==> src/rtl/lu_arb_pkg.sv <==
// -----------------------------------------------------------------------------
// lu_arb_pkg
// Shared types and helpers for the LU stream arbiter.
//   arb_state_e : arbiter FSM state (idle / locked to one source)
//   rr_pick     : round-robin search for the first requester at or after ptr
// -----------------------------------------------------------------------------
package lu_arb_pkg;

   typedef enum logic {
      ARB_IDLE   = 1'b0,
      ARB_LOCKED = 1'b1
   } arb_state_e;

   // rr_pick works on a fixed-width request vector; callers zero-extend.
   localparam int unsigned RR_MAX_SRC = 32;
   localparam int unsigned RR_IDX_W   = 5;

   typedef logic [RR_IDX_W:0] rr_wide_t;

   // Returns the first index k with req[k] set, searching ptr, ptr+1, ...
   // cyclically over nsrc entries. Returns ptr when nothing is requested.
   function automatic logic [RR_IDX_W-1:0] rr_pick(
      input logic [RR_MAX_SRC-1:0] req,
      input logic [RR_IDX_W-1:0]   ptr,
      input int unsigned           nsrc
   );
      rr_wide_t idx;
      logic     found;
      rr_pick = ptr;
      found   = 1'b0;
      for (int i = 0; i < RR_MAX_SRC; i++) begin
         // ptr < nsrc and i < nsrc, so one subtraction is a full modulo
         idx = {1'b0, ptr} + rr_wide_t'(i);
         if (idx >= rr_wide_t'(nsrc)) begin
            idx = idx - rr_wide_t'(nsrc);
         end
         if (!found && (i < int'(nsrc)) && req[idx[RR_IDX_W-1:0]]) begin
            rr_pick = idx[RR_IDX_W-1:0];
            found   = 1'b1;
         end
      end
   endfunction

endpackage

==> src/rtl/stream_reg.sv <==
// -----------------------------------------------------------------------------
// stream_reg
// One-entry registered have/want stage. A beat is captured whenever the
// upstream offers it and the stage can take it; the stage can take a beat
// when it is empty or its current beat is leaving this cycle.
//   i_clk, i_reset_n : clock, asynchronous active-low reset
//   i_data, i_have   : upstream payload and valid
//   o_want           : upstream ready (combinational from o_have and i_want)
//   o_data, o_have   : registered payload and valid
//   i_want           : downstream ready
// -----------------------------------------------------------------------------
module stream_reg #(
   parameter int unsigned DW = 8
) (
   input  logic          i_clk,
   input  logic          i_reset_n,
   input  logic [DW-1:0] i_data,
   input  logic          i_have,
   output logic          o_want,
   output logic [DW-1:0] o_data,
   output logic          o_have,
   input  logic          i_want
);

   logic          r_have;
   logic [DW-1:0] r_data;
   logic          w_load;

   assign o_want = !r_have || i_want;
   assign w_load = i_have && o_want;

   always_ff @(posedge i_clk or negedge i_reset_n) begin
      if (!i_reset_n) begin
         r_have <= 1'b0;
         r_data <= '0;
      end else begin
         if (w_load) begin
            r_have <= 1'b1;
            r_data <= i_data;
         end else if (i_want) begin
            r_have <= 1'b0;
         end
      end
   end

   assign o_have = r_have;
   assign o_data = r_data;

endmodule

==> src/rtl/lu_stream_arb.sv <==
// -----------------------------------------------------------------------------
// lu_stream_arb
// Packet-level round-robin arbiter merging NSRC have/want streams into one.
// A source holds the grant from its first to its last beat; a packet that
// reaches MAX_BEATS beats is cut there (o_last forced, o_overlong pulsed) and
// the source must re-arbitrate for the rest.
//   i_clk, i_reset_n : clock, asynchronous active-low reset
//   i_in   [NSRC*WIDTH] : per-source data, source k at [k*WIDTH +: WIDTH]
//   i_last [NSRC]       : per-source end-of-packet
//   i_have [NSRC]       : per-source valid
//   o_want [NSRC]       : per-source ready (only the granted source)
//   o_out, o_last, o_src, o_have : registered merged beat
//   i_want              : downstream ready
//   o_overlong          : one-cycle pulse with a force-terminated beat
// NSRC must not exceed lu_arb_pkg::RR_MAX_SRC.
// -----------------------------------------------------------------------------
module lu_stream_arb
   import lu_arb_pkg::*;
#(
   parameter int unsigned NSRC      = 4,
   parameter int unsigned WIDTH     = 32,
   parameter int unsigned MAX_BEATS = 256,
   parameter int unsigned SRC_W     = (NSRC > 1) ? $clog2(NSRC) : 1
) (
   input  logic                  i_clk,
   input  logic                  i_reset_n,
   input  logic [NSRC*WIDTH-1:0] i_in,
   input  logic [NSRC-1:0]       i_last,
   input  logic [NSRC-1:0]       i_have,
   output logic [NSRC-1:0]       o_want,
   output logic [WIDTH-1:0]      o_out,
   output logic                  o_last,
   output logic [SRC_W-1:0]      o_src,
   output logic                  o_have,
   input  logic                  i_want,
   output logic                  o_overlong
);

   localparam int unsigned CNT_W  = $clog2(MAX_BEATS + 1);
   localparam int unsigned SLICE_W = WIDTH + 1 + SRC_W;

   arb_state_e        r_state, w_state_next;
   logic [SRC_W-1:0]  r_ptr, w_ptr_next;
   logic [SRC_W-1:0]  r_grant, w_grant_next;
   logic [CNT_W-1:0]  r_cnt, w_cnt_next;
   logic              r_overlong, w_overlong_next;

   logic [RR_MAX_SRC-1:0] w_req;
   logic [WIDTH-1:0]      w_sel_data;
   logic                  w_sel_last;
   logic                  w_sel_have;
   logic                  w_slice_have;
   logic                  w_slice_ready;
   logic                  w_xfer;
   logic                  w_at_max;
   logic                  w_end;
   logic                  w_forced;
   logic [SRC_W-1:0]      w_grant_inc;
   logic [SLICE_W-1:0]    w_slice_in;
   logic [SLICE_W-1:0]    w_slice_out;

   assign w_req = RR_MAX_SRC'(i_have);

   // Input mux: select the granted source's beat.
   always_comb begin
      w_sel_data = '0;
      w_sel_last = 1'b0;
      w_sel_have = 1'b0;
      for (int k = 0; k < NSRC; k++) begin
         if (r_grant == SRC_W'(k)) begin
            w_sel_data = i_in[k*WIDTH +: WIDTH];
            w_sel_last = i_last[k];
            w_sel_have = i_have[k];
         end
      end
   end

   assign w_slice_have = (r_state == ARB_LOCKED) && w_sel_have;
   assign w_xfer       = w_slice_have && w_slice_ready;
   assign w_at_max     = (r_cnt == CNT_W'(MAX_BEATS - 1));
   assign w_end        = w_sel_last || w_at_max;
   assign w_forced     = w_at_max && !w_sel_last;
   // Wraps to 0 after the last source; with NSRC=1 this is always 0.
   assign w_grant_inc  = (r_grant == SRC_W'(NSRC - 1)) ? '0 : r_grant + SRC_W'(1);

   // Only the granted source sees ready, and only while locked; the path from
   // i_want is purely through the slice's ready term.
   always_comb begin
      o_want = '0;
      if (r_state == ARB_LOCKED) begin
         for (int k = 0; k < NSRC; k++) begin
            if (r_grant == SRC_W'(k)) begin
               o_want[k] = w_slice_ready;
            end
         end
      end
   end

   // FSM next-state and bookkeeping.
   always_comb begin
      w_state_next    = r_state;
      w_ptr_next      = r_ptr;
      w_grant_next    = r_grant;
      w_cnt_next      = r_cnt;
      w_overlong_next = 1'b0;
      unique case (r_state)
         ARB_IDLE: begin
            if (|i_have) begin
               w_grant_next = SRC_W'(rr_pick(w_req, RR_IDX_W'(r_ptr), NSRC));
               w_cnt_next   = '0;
               w_state_next = ARB_LOCKED;
            end
         end
         ARB_LOCKED: begin
            if (w_xfer) begin
               if (r_cnt != CNT_W'(MAX_BEATS)) begin
                  w_cnt_next = r_cnt + CNT_W'(1);
               end
               if (w_end) begin
                  w_state_next    = ARB_IDLE;
                  w_ptr_next      = w_grant_inc;
                  w_overlong_next = w_forced;
               end
            end
         end
      endcase
   end

   always_ff @(posedge i_clk or negedge i_reset_n) begin
      if (!i_reset_n) begin
         r_state    <= ARB_IDLE;
         r_ptr      <= '0;
         r_grant    <= '0;
         r_cnt      <= '0;
         r_overlong <= 1'b0;
      end else begin
         r_state    <= w_state_next;
         r_ptr      <= w_ptr_next;
         r_grant    <= w_grant_next;
         r_cnt      <= w_cnt_next;
         r_overlong <= w_overlong_next;
      end
   end

   // A forced cut is flagged as last so downstream sees a closed packet.
   assign w_slice_in = {w_sel_data, w_end, r_grant};

   stream_reg #(
      .DW (SLICE_W)
   ) u_slice (
      .i_clk     (i_clk),
      .i_reset_n (i_reset_n),
      .i_data    (w_slice_in),
      .i_have    (w_slice_have),
      .o_want    (w_slice_ready),
      .o_data    (w_slice_out),
      .o_have    (o_have),
      .i_want    (i_want)
   );

   assign o_out      = w_slice_out[SRC_W+1 +: WIDTH];
   assign o_last     = w_slice_out[SRC_W];
   assign o_src      = w_slice_out[SRC_W-1:0];
   assign o_overlong = r_overlong;

endmodule

==> config.mk <==
export PLATFORM = sky130hd
export DESIGN_NAME = lu_stream_arb
export DESIGN_NICKNAME = d
export VERILOG_FILES = /design/src/rtl/lu_arb_pkg.sv /design/src/rtl/stream_reg.sv /design/src/rtl/lu_stream_arb.sv
export SDC_FILE = /design/constraint.sdc
export NUM_CORES = 1
export LEC_CHECK = 0
export BUFFER_PORTS_ARGS = -buffer_cell sky130_fd_sc_hd__buf_2
export CAP_MARGIN = 25
export CORE_MARGIN = 3
export CORE_UTILIZATION = 50
export DETAILED_ROUTE_END_ITERATION = 7
export PLACE_DENSITY_LB_ADDON = 0.05
export SLEW_MARGIN = 20
export SYNTH_ARGS = -nofsm -noshare
export SYNTH_HDL_FRONTEND = slang
export SYNTH_SLANG_ARGS = --single-unit
==> constraint.sdc <==
create_clock -name i_clk -period 4 [get_ports i_clk]
set_input_delay 0.2 -clock i_clk [delete_from_list [all_inputs] [get_ports i_clk]]
set_output_delay 0.2 -clock i_clk [all_outputs]
set_load 0.005 [all_outputs]
Yosys cells after proc, flatten, opt, wreduce, memory -nomap -nowiden
Cells that the tools add are included.
{"block": "totals", "in_bits": 139, "word_cells": 116, "ff_bits": 51, "out_inout_bits": 41}
{"block": "op_classes", "n_eq_ne": 8, "n_lt_le_gt_ge": 8, "n_reduce_logical": 19, "muxes": 64, "bitwise": 1, "addsub": 9}
{"cell": "2-to-1 mux 32 bit", "n": 4}
{"cell": "2-to-1 mux 5 bit", "n": 12}
{"cell": "2-to-1 mux 1 bit", "n": 33}
{"cell": "2-to-1 mux 9 bit", "n": 3}
{"cell": "< comparator 5 x 6 -> 1 bit (second input constant)", "n": 4}
{"cell": "binary-select mux 1 bit (select 5 bit)", "n": 4}
{"cell": "one-hot mux 9 bit (2 select lines)", "n": 1}
{"cell": "subtractor 3 x 3 -> 4 bit (second input constant)", "n": 3}
{"cell": "2-to-1 mux 2 bit", "n": 5}
{"cell": "adder 9 x 1 -> 9 bit (second input constant)", "n": 1}
{"cell": "equality test 9 x 8 -> 1 bit (second input constant)", "n": 1}
{"cell": ">= comparator 3 bit (second input constant)", "n": 3}
{"cell": "!= test 9 bit (second input constant)", "n": 1}
{"cell": "adder 2 x 2 -> 3 bit (second input constant)", "n": 2}
{"cell": "logical AND 1 bit", "n": 6}
{"cell": "AND reduction 3 bit", "n": 2}
{"cell": "zero test 1 bit", "n": 5}
{"cell": "equality test 2 bit (second input constant)", "n": 2}
{"cell": "2-to-1 mux 4 bit", "n": 1}
{"cell": "!= test 2 x 1 -> 1 bit (second input constant)", "n": 2}
{"cell": "OR reduction 4 bit", "n": 1}
{"cell": "subtractor 2 x 3 -> 4 bit (second input constant)", "n": 1}
{"cell": "adder 2 x 1 -> 3 bit (second input constant)", "n": 1}
{"cell": ">= comparator 2 x 3 -> 1 bit (second input constant)", "n": 1}
{"cell": "9 further kinds", "n": 10}

Longest topological paths before layout
{"block": "depth", "ltp_word": 22, "depth_mapped": 11, "mapped_depth_nobuf": 7}

Modules after synthesis
A second synthesis with hierarchy kept.
{"block": "unflattened", "hier_cells": 387, "area_unflattened_um2": 3574.7}
{"module": "lu_stream_arb", "seq_area_each_um2": 375.4, "cells_each": 310, "area_each_um2": 2102.0, "instances": 1}
{"module": "stream_reg", "seq_area_each_um2": 900.9, "cells_each": 77, "area_each_um2": 1472.7, "instances": 1}

Least setup slack after synthesis
No wires, ideal clock.
{"block": "synth_timing", "path_type": "reg2reg", "start": "register r_grant[0]", "end": "register r_cnt[2]", "setup_ns": 0.120, "slack_ns": 2.039, "t_required_ns": 3.880, "t_arrival_ns": 1.842, "period_less_slack_ns": 1.961, "path_stages_with_launch": 10, "cell_sequence": "dfrtp_1 inv_1 ha_1 inv_2 o311a_1 and3_1 clkbuf_1 buf_6 buf_6 a31o_1"}
{"block": "synth_via", "elab_chain_cells": 9, "elab_cells_between_ends": 12, "classes_between": "eq/ne (4); mux (4); reduce/logical (4)"}
{"element": "start, declared", "line_no": "lu_stream_arb.sv:44", "text": "logic [SRC_W-1:0] r_grant, w_grant_next;"}
{"element": "start signal, assigned", "line_no": "lu_stream_arb.sv:139", "text": "r_grant <= w_grant_next;"}
{"element": "zero test 2 bit", "line_no": "lu_stream_arb.sv:70", "text": "if (r_grant == SRC_W'(k)) begin"}
{"element": "2-to-1 mux 1 bit (3 in a row)", "line_no": "lu_stream_arb.sv:70"}
{"element": "2-to-1 mux 1 bit *", "line_no": "lu_stream_arb.sv:70"}
{"element": "logical AND 1 bit *", "line_no": "lu_stream_arb.sv:78", "text": "assign w_slice_have = (r_state == ARB_LOCKED) && w_sel_have;"}
{"element": "logical AND 1 bit *", "line_no": "lu_stream_arb.sv:79", "text": "assign w_xfer = w_slice_have && w_slice_ready;"}
{"element": "!= test 2 x 1 -> 1 bit (no source line) *"}
{"element": "AND reduction 3 bit (no source line) *"}
{"element": "end signal, assigned", "line_no": "lu_stream_arb.sv:140", "text": "r_cnt <= w_cnt_next;"}
{"element": "end, declared", "line_no": "lu_stream_arb.sv:45", "text": "logic [CNT_W-1:0] r_cnt, w_cnt_next;"}
Every way passes the cells marked *; elsewhere a longest branch is shown, timed or not.
A chain may end at the register's enable or synchronous reset.

Worst setup path after layout
{"block": "layout_timing", "start": "register r_grant[1]", "end": "register r_ptr[1]"}
{"block": "layout_via", "elab_chain_cells": 8, "elab_cells_between_ends": 18, "classes_between": "add/sub (1); eq/ne (3); mux (9); reduce/logical (5)"}
{"element": "zero test 2 bit", "line_no": "lu_stream_arb.sv:70"}
{"element": "2-to-1 mux 1 bit (4 in a row)", "line_no": "lu_stream_arb.sv:70"}
{"element": "logical AND 1 bit", "line_no": "lu_stream_arb.sv:78"}
{"element": "logical AND 1 bit", "line_no": "lu_stream_arb.sv:79"}
{"element": "AND reduction 3 bit (no source line)"}
{"element": "end signal, assigned", "line_no": "lu_stream_arb.sv:138", "text": "r_ptr <= w_ptr_next;"}
{"element": "end, declared", "line_no": "lu_stream_arb.sv:43", "text": "logic [SRC_W-1:0] r_ptr, w_ptr_next;"}
Parallel ways exist; a longest one is shown, timed or not.

==> flow_summary.ini <==
[status]
outcome = completed

[floorplanning]
fp-row-count = 30
dieArea_mm2 = 0.00813
die_h_um = 90.2
io_pins = 180
start_util_pct = 51.8
die-width_um = 90.2
coreArea_mm2 = 0.00683

[route]
antenna_left = 0
drtPass1Iterations = 4
wirelength_mm = 10.5
drcViolationCount = 0
routed_via_density = 5.48
num_vias = 3719
wl_per_cell_um = 15.4
drt_iter0_drc = 169

[timing]
finalHoldViolCount = 0
rsz0062_at_grt = false
setup_viol = 0
min_period_over_period_pct = 67.4
fin_skew_ns = 0.00437
setup_tns_ns = 0
slew_violations = 0
slew_headroom_pct = 55.4
worst_pin_slew_ns = 0.669
clock.fmax_mhz = 371
min_period_ns = 2.69

[setup_path]
path_class = reg -> reg
worst-path-max-fanout = 36
rr_worst_depth = 8
r2r_start = r_grant[1]$_DFFE_PN0P_
reg2reg_setup_slack_ns = 1.31
crit_required_ns = 4.19
r2r_end = r_ptr[1]$_DFFE_PN0P_
cp-start-kind = register
cp-end-kind = register
cp-startpoint = r_grant[1]$_DFFE_PN0P_
critPathCapture = r_ptr[1]$_DFFE_PN0P_
arrival_ns = 2.88

[global_route]
grt_first_pass_wirelength_mm = 17.0
grt_max_degree = 67
grt_pass1_vias = 3475
grt_overflow_total = 0
grt_usage_pct = 25.4
antenna_found_initial = 0

[synthesis]
ys_async_sr_fraction_pct = 100
syn_nets = 579
yosys_warnings = 0
synth_flop_cell = dfrtp_1
syn_inst = 429
ys_types = 38
syn_area_per_cell_um2 = 8.25
ys_ff_latch = 51
synth-edff-count = 0
syn_area_mm2 = 0.00354
seq_area_frac_synth_pct = 36.0

[clocking]
post_cts_buffers = 0
htreeDepth = 2
cts.clk_slew.worst_paths_ns = 0.09
ctsLongestPathBuffers = 2
holdBufCountCts = 0
cts_resized = 0
cts_tree = yes
cts_num_sinks = 51
clock_latency_ns = 0.30
cts_buffers = 5
clockRootBuffer = clkbuf_8

[place]
dp_hpwl_mm = 8.03
placed_cell_area_mm2 = 0.00445
finalWeightedCongestion = 0.920
portBuffers = 179

[run]
cap_violations = 0

[power_and_ir_drop]
cellLeakagePower_nw = 2.09
ir_drop_mv = 0.803
power.density_mw_per_mm2 = 710

[hold_path]
hp-class = in -> async

[finish]
n_antenna_cell = 0
drive_gt1_share_pct = 35.5
area_growth_pct = 27.7
design_area_mm2 = 0.00452
layout.nets = 734
[per-stage QoR]
stage               std cells  worst slack, ns  power, W  utilization (%)  hold WS, ns
detailed placement        673             1.32   0.00295             65.1        0.357
global placement          673             1.42   0.00289             65.1        0.356
finish                    679             1.31   0.00321             66.2      0.00222
floorplan                 429             2.04   0.00239                -      -0.0956
global route              679             1.05   0.00353             66.2       0.0453
CTS                       679             1.30   0.00323             66.2       0.0257
[cells in the mapped netlist, drive strengths merged (8+ instances only)]
| cell type | number | area, µm² |
|---|---|---|
| nand2 | 82 | 308 |
| a21oi | 70 | 354 |
| dfrtp | 51 | 1280 |
| o211ai | 34 | 300 |
| nand3b | 31 | 233 |
| o21a | 30 | 225 |
| clkbuf | 25 | 93.8 |
| buf | 13 | 75.1 |
| ha | 11 | 138 |
| mux2i | 10 | 100 |
| inv | 9 | 33.8 |
| and3 | 8 | 50.1 |
| nor2 | 8 | 30.0 |
[registers in the layout, summed over array words and instances (netlist names)]
register / flops
o_overlong: 1
r_cnt: 9
r_grant: 2
r_ptr: 2
r_state: 1
u_slice.o_data: 35
u_slice.o_have: 1
[layout by cell type (no fill, tap or decap), types with 3 or more instances in the layout]
cell | netlist | routed
inv_1 | 8 | 8
mux2i_1 | 10 | 10
dfrtp_1 | 51 | 51
o21ai_0 | 6 | 6
buf_4 | 0 | 7
nand4_1 | 3 | 3
o211ai_2 | 9 | 9
o211ai_1 | 25 | 25
a21oi_1 | 69 | 69
nand3_1 | 3 | 3
nor3_1 | 5 | 5
a221oi_1 | 3 | 3
nand2_1 | 82 | 82
ha_1 | 11 | 8
nor2_1 | 8 | 8
and3_1 | 8 | 7
o31ai_1 | 4 | 4
nand2b_1 | 6 | 6
nand3b_1 | 31 | 31
o21a_1 | 30 | 30
buf_2 | 9 | 179
clkbuf_8 | 0 | 5
ha_2 | 0 | 3
[report_power, final]
part / switching (W) / internal (W)
Clock: 0.000159 / 0.000117
Sequential: 0.000169 / 0.000757
Combinational: 0.00111 / 0.000903
Total: 0.00143 / 0.00178
[kinds of logic (layout without fill, tap and decap cells)]
group,after synthesis,after routing,synth area share (%)
adder cells (fa/ha/maj),11,11,3.89
AND/OR/NAND/NOR,153,153,21.7
AO/OA/AOI/OAI,155,155,29.2
multiplexers,12,12,3.46
buffers and inverters,47,201,5.72
flip-flops,51,51,36.0
[routing by layer]
layer	part of all wire [%]	track usage [%]
met5	0	0
met2	48	41.9
met4	2.7	8.55
met1	43	33.2
met3	6.1	5.36
[how the worst min path moves through the flow]
stage,start,to,cells after the start
floorplan,i_reset_n,o_overlong$_DFF_PN0_,0
global placement,i_reset_n,u_slice.o_data[13]$_DFFE_PN0P_,2
detailed placement,i_reset_n,u_slice.o_data[13]$_DFFE_PN0P_,2
CTS,i_reset_n,u_slice.o_data[13]$_DFFE_PN0P_,2
global route,i_reset_n,u_slice.o_data[13]$_DFFE_PN0P_,2
finish,i_reset_n,u_slice.o_data[13]$_DFFE_PN0P_,2
[critical path, cell delays in order, from the launching register on]
cell and delay [ns]:
dfrtp_1 0.41, inv_1 0.12, ha_2 0.52, buf_4 0.39, a21oi_1 0.11, a221oi_1 0.35
a211oi_1 0.09, nand2b_1 0.24, mux2_1 0.33
[final cells by class]
| type | count | area (µm²) |
|---|---|---|
| clock buffers | 6 | 72.6 |
| fillers | 619 | 2310 |
| inverters | 9 | 33.8 |
| multi-input cells | 331 | 2070 |
| flip-flops and latches | 51 | 1280 |
| well taps | 96 | 120 |
| repair buffers | 186 | 948 |
Power figures use the tool's default switching activity.
